==> src/rtl/alu_sequencer.sv <==
// Multi-cycle fetch/decode/execute/writeback sequencer driving an external 8-bit ALU.
// Define ALU_SEQUENCER_PERF_EN to build the retired-instruction counter.
module alu_sequencer #(
  parameter int PC_W            = 8,
  parameter bit HALT_ON_ILLEGAL = 1'b0
) (
  input  logic            clk,
  input  logic            rst_n,
  output logic            imem_req,
  output logic [PC_W-1:0] imem_addr,
  input  logic            imem_ack,
  input  logic [15:0]     imem_rdata,
  output logic [7:0]      alu_a,
  output logic [7:0]      alu_b,
  output logic [2:0]      alu_sel,
  input  logic [7:0]      alu_out,
  input  logic            alu_zero,
  output logic            zero_flag,
  output logic            halted,
  output logic            illegal,
  output logic [15:0]     retired_cnt
);

  typedef enum logic [2:0] {
    S_IDLE, S_FETCH, S_DECODE, S_EXEC, S_WB, S_HALT
  } state_t;

  state_t          r_state;
  logic [PC_W-1:0] r_pc;
  logic [PC_W-1:0] r_npc;
  logic [15:0]     r_ir;
  logic [7:0]      r_rf [4];
  logic [7:0]      r_a;
  logic [7:0]      r_b;
  logic [7:0]      r_res;
  logic [2:0]      r_sel;
  logic            r_req;
  logic            r_zf;
  logic            r_halted;
  logic            r_ill;

  logic [3:0]      w_op;
  logic [1:0]      w_rd;
  logic [1:0]      w_rs;
  logic [7:0]      w_imm;
  logic            w_alu;
  logic            w_ill;
  logic            w_stop;
  logic [PC_W-1:0] w_pc_inc;
  logic [PC_W-1:0] w_tgt;

  assign w_op     = r_ir[15:12];
  assign w_rd     = r_ir[11:10];
  assign w_rs     = r_ir[9:8];
  assign w_imm    = r_ir[7:0];
  assign w_alu    = (w_op <= 4'd5);
  assign w_ill    = (w_op >= 4'd9);
  assign w_stop   = (w_op == 4'd8) || (w_ill && HALT_ON_ILLEGAL);
  assign w_pc_inc = r_pc + PC_W'(1);
  assign w_tgt    = PC_W'(w_imm);

  // ALU operand regs load in DECODE so they are stable for all of EXECUTE
  always_ff @(posedge clk) begin
    if (!rst_n) begin
      r_state  <= S_IDLE;
      r_pc     <= '0;
      r_npc    <= '0;
      r_ir     <= '0;
      for (int i = 0; i < 4; i++) r_rf[i] <= '0;
      r_a      <= '0;
      r_b      <= '0;
      r_res    <= '0;
      r_sel    <= '0;
      r_req    <= 1'b0;
      r_zf     <= 1'b0;
      r_halted <= 1'b0;
      r_ill    <= 1'b0;
    end else begin
      unique case (r_state)
        S_IDLE: begin
          r_state <= S_FETCH;
          r_req   <= 1'b1;
        end
        S_FETCH: begin
          if (imem_ack) begin
            r_ir    <= imem_rdata;
            r_req   <= 1'b0;
            r_state <= S_DECODE;
          end
        end
        S_DECODE: begin
          r_a     <= r_rf[w_rd];
          r_b     <= (w_op == 4'd5) ? w_imm : r_rf[w_rs];
          r_sel   <= (w_op < 4'd5) ? w_op[2:0] : 3'd0;
          r_state <= S_EXEC;
        end
        S_EXEC: begin
          r_res <= alu_out;
          if (w_alu) r_zf <= alu_zero;
          if (w_ill) r_ill <= 1'b1;
          unique case (1'b1)
            (w_op == 4'd6): r_npc <= r_zf ? w_tgt : w_pc_inc;
            (w_op == 4'd7): r_npc <= w_tgt;
            w_stop:         r_npc <= r_pc;
            default:        r_npc <= w_pc_inc;
          endcase
          r_state <= S_WB;
        end
        S_WB: begin
          if (w_alu) r_rf[w_rd] <= r_res;
          r_pc <= r_npc;
          if (w_stop) begin
            r_state  <= S_HALT;
            r_halted <= 1'b1;
          end else begin
            r_state <= S_FETCH;
            r_req   <= 1'b1;
          end
        end
        S_HALT: r_state <= S_HALT;
        default: r_state <= S_IDLE;
      endcase
    end
  end

  assign imem_req  = r_req;
  assign imem_addr = r_pc;
  assign alu_a     = r_a;
  assign alu_b     = r_b;
  assign alu_sel   = r_sel;
  assign zero_flag = r_zf;
  assign halted    = r_halted;
  assign illegal   = r_ill;

`ifdef ALU_SEQUENCER_PERF_EN
  logic [15:0] r_retired;

  always_ff @(posedge clk) begin
    if (!rst_n) r_retired <= '0;
    else if (r_state == S_WB) r_retired <= r_retired + 16'd1;
  end

  assign retired_cnt = r_retired;
`else
  assign retired_cnt = '0;
`endif

endmodule
==> config.mk <==
export PLATFORM = sky130hd
export DESIGN_NAME = alu_sequencer
export DESIGN_NICKNAME = d
export VERILOG_FILES = /design/src/rtl/alu_sequencer.sv
export SDC_FILE = /design/constraint.sdc
export NUM_CORES = 1
export LEC_CHECK = 0
export CORE_UTILIZATION = 50
export DETAILED_ROUTE_END_ITERATION = 12
export GPL_ROUTABILITY_DRIVEN = 0
export GPL_TIMING_DRIVEN = 1
export PLACE_DENSITY = 0.75
export SLEW_MARGIN = 20
export SYNTH_ARGS = -nofsm -noshare
export SYNTH_HDL_FRONTEND = slang
export SYNTH_SLANG_ARGS = --single-unit
==> constraint.sdc <==
create_clock -name clk -period 2.6 [get_ports clk]
set_input_delay 0.52 -clock clk [delete_from_list [all_inputs] [get_ports clk]]
set_output_delay 0.52 -clock clk [all_outputs]
set_load 0.005 [all_outputs]
==> flow_summary.ini <==
[power_and_ir_drop]
combPwrFrac = 0.090
leakagePower_nw = 1.86
clkPwrFrac = 0.330
total_power_mw = 2.95
p_int_mw = 2.25
switchingPower_mw = 0.708
ir_drop_mv = 0.291
swShare = 0.240
seq_power_share = 0.580
p_per_area_mw_per_mm2 = 543

[timing]
fmax_mhz = 509
finalWorstSetupSlack_ps = 636
rsz0062_at_grt = no
setup_viol = 0
tightest_slew_ps = 802
hold-worst-slack_ps = 456
relSlewSlack = 0.465
hold_viol = 0
period_share = 0.755
slew_viol_final = 0
fin_crit_ps = 1960
fin_tns_setup_ps = 0
skew_ps = 13.1

[die]
io_pins = 75
start_util = 0.526
rows = 34
die_w_um = 98.5
dieArea_mm2 = 0.00970
die_h_um = 98.5
core_mm2 = 0.00885

[worst_setup_path]
critical_path_class = reg -> reg
crit_chain = nor3b_2, nand3_2, nor3b_2, nand2b_1
cp_common_cell = nor3b_2
crit_fanout = 10
worst_path_max_delay_cell = dfxtp_1
cp-end-kind = flop
path_buf_inv = 0
crit_family = simple AND/OR/NAND/NOR gates
critPathMaxStageDelay_ps = 520
worstPathRequired_ps = 2620
cp.arrival_ps = 1980
worstSetupStartpointType = flop

[global_route]
grt_pass1_vias = 3106
grt-ovfl-total = 0
antenna_found_initial = 0
grt_pass1_wl_um = 15900
grt_usage = 0.215
grt_max_degree = 72

[drt]
post_drt_wl_per_cell_um = 16.2
drtAntennaViolNets = 0
drtIter0Drc = 177
first_pass_iters = 11
drt_wl_total_um = 9820
routed_via_density = 5.47
drcViolationCount = 1
dr_total_vias = 3309

[finish]
num-nets-final = 521
area_growth_pct = 16.9
stdcell_count = 605
final_cell_mix = 78 x nand2_1, 68 x dfxtp_1, 57 x clkdlybuf4s50_1, 36 x and2_1, 32 x edfxtp_1
fin_util = 0.615
fin_area_mm2 = 0.00544
diodes = 0
num-fill-cells = 737
mostFrequentLayoutCell = nand2_1
drive_above_1_share = 0.115

[cts]
cts_tree = done
root_buffer = clkbuf_8
clk_latency_ps = 370
cts_buffers = 9
hold_buffers = 0
clock_sinks = 100
cts_resized = 0
htreeDepth = 3
path_clk_slew_ps = 90
cts_setup_buffers = 0
clock_path_buffers = 2

[status]
status = finished with violations
violations = design-rule violations

[synthesis]
synth_area_mm2 = 0.00466
synth_edf_count = 32
netlist_instances = 439
yosysSeqAreaShare = 0.499
ys_types = 51
yosys_warnings = 0
avgSynthCellArea_um2 = 10.6
ys_seq_elements = 100
synth-async-reset-ratio = 0
synthFlopType = dfxtp_1

[hold_path]
hold_class = reg -> reg

[place]
place_hpwl_um = 6890
portBuffers = 58
place_area_mm2 = 0.00525
dp_cells = 589
place_worst_setup_slack_ps = 610

[flow_run]
maxCapViolCount = 0
## registers in the layout, summed over array words and instances, names as in the netlist, named ones only
name / count
r_rf: 32
r_ir: 16
alu_a: 8
alu_b: 8
imem_addr: 8
r_npc: 8
r_res: 8
alu_sel: 3
r_state: 3
halted: 1
illegal: 1
imem_req: 1
zero_flag: 1
## worst reg2reg max path: stages (launching register included)
cell	delay, ps
dfxtp_1	520
nor3b_2	360
nand3_2	150
nor3b_2	220
nand2b_1	380
## cells in the mapped netlist (4+ instances only)
cell type   n  area share
nand2_1    78       0.063
dfxtp_1    68        0.29
and2_1     36       0.048
edfxtp_1   32        0.21
a21boi_0   25       0.040
buf_4      23       0.037
a21oi_1    22       0.024
o21ai_0    21       0.023
mux2i_1    17       0.037
mux4_2     16       0.077
a21boi_1   12       0.019
nor2b_1    12       0.016
clkbuf_1    9      0.0073
buf_2       8      0.0086
nand3_1     5      0.0054
nand2b_1    4      0.0054
## layout make-up
type | count | area (um2) | share of cell area
Clock buffer | 10 | 128 | 0.0235
Multi-Input combinational cell | 310 | 2120 | 0.390
Inverter | 1 | 3.75 | 0.000690
Tap cell | 108 | 135 | 0.0248
Sequential cell | 100 | 2320 | 0.427
Timing Repair Buffer | 70 | 666 | 0.122
Clock inverter | 6 | 65.1 | 0.0120
## cells by family after synthesis
kind of cell,after synthesis,synth area share
buffers and inverters,44,0.0578
multiplexers,33,0.114
flip-flops,100,0.499
other,1,0.000805
AND/OR/NAND/NOR,159,0.182
AO/OA/AOI/OAI,101,0.144
adder cells (fa/ha/maj),1,0.00269
## layer usage
layer | wire (um) | vias up | global-route usage
met4 | 119 | 0 | 0.0769
li1 | - | 1622 | -
met3 | 520 | 9 | 0.0426
met5 | 0 | - | 0
met2 | 4740 | 101 | 0.355
met1 | 4440 | 1577 | 0.285
## power groups by stage
stage          registers (mW)  logic [mW]  clock network, mW
2_1_floorplan            1.73       0.190                  0
3_3_place_gp             1.75       0.261                  0
3_5_place_dp             1.75       0.266                  0
4_1_cts                  1.71       0.267               1.00
5_1_grt                  1.72       0.291               1.06
6_report                 1.71       0.265              0.975
## final timing paths
path,startpoint,end,slack [ps],cells after the start
setup / recovery,r_state[2],r_rf[1][6],640,4
hold / removal,alu_a[0],alu_a[0],460,2
setup reg to reg,r_state[2],r_rf[1][6],640,4
hold reg to reg,alu_a[0],alu_a[0],460,2
Note: power is estimated with default switching activity, not from simulation.
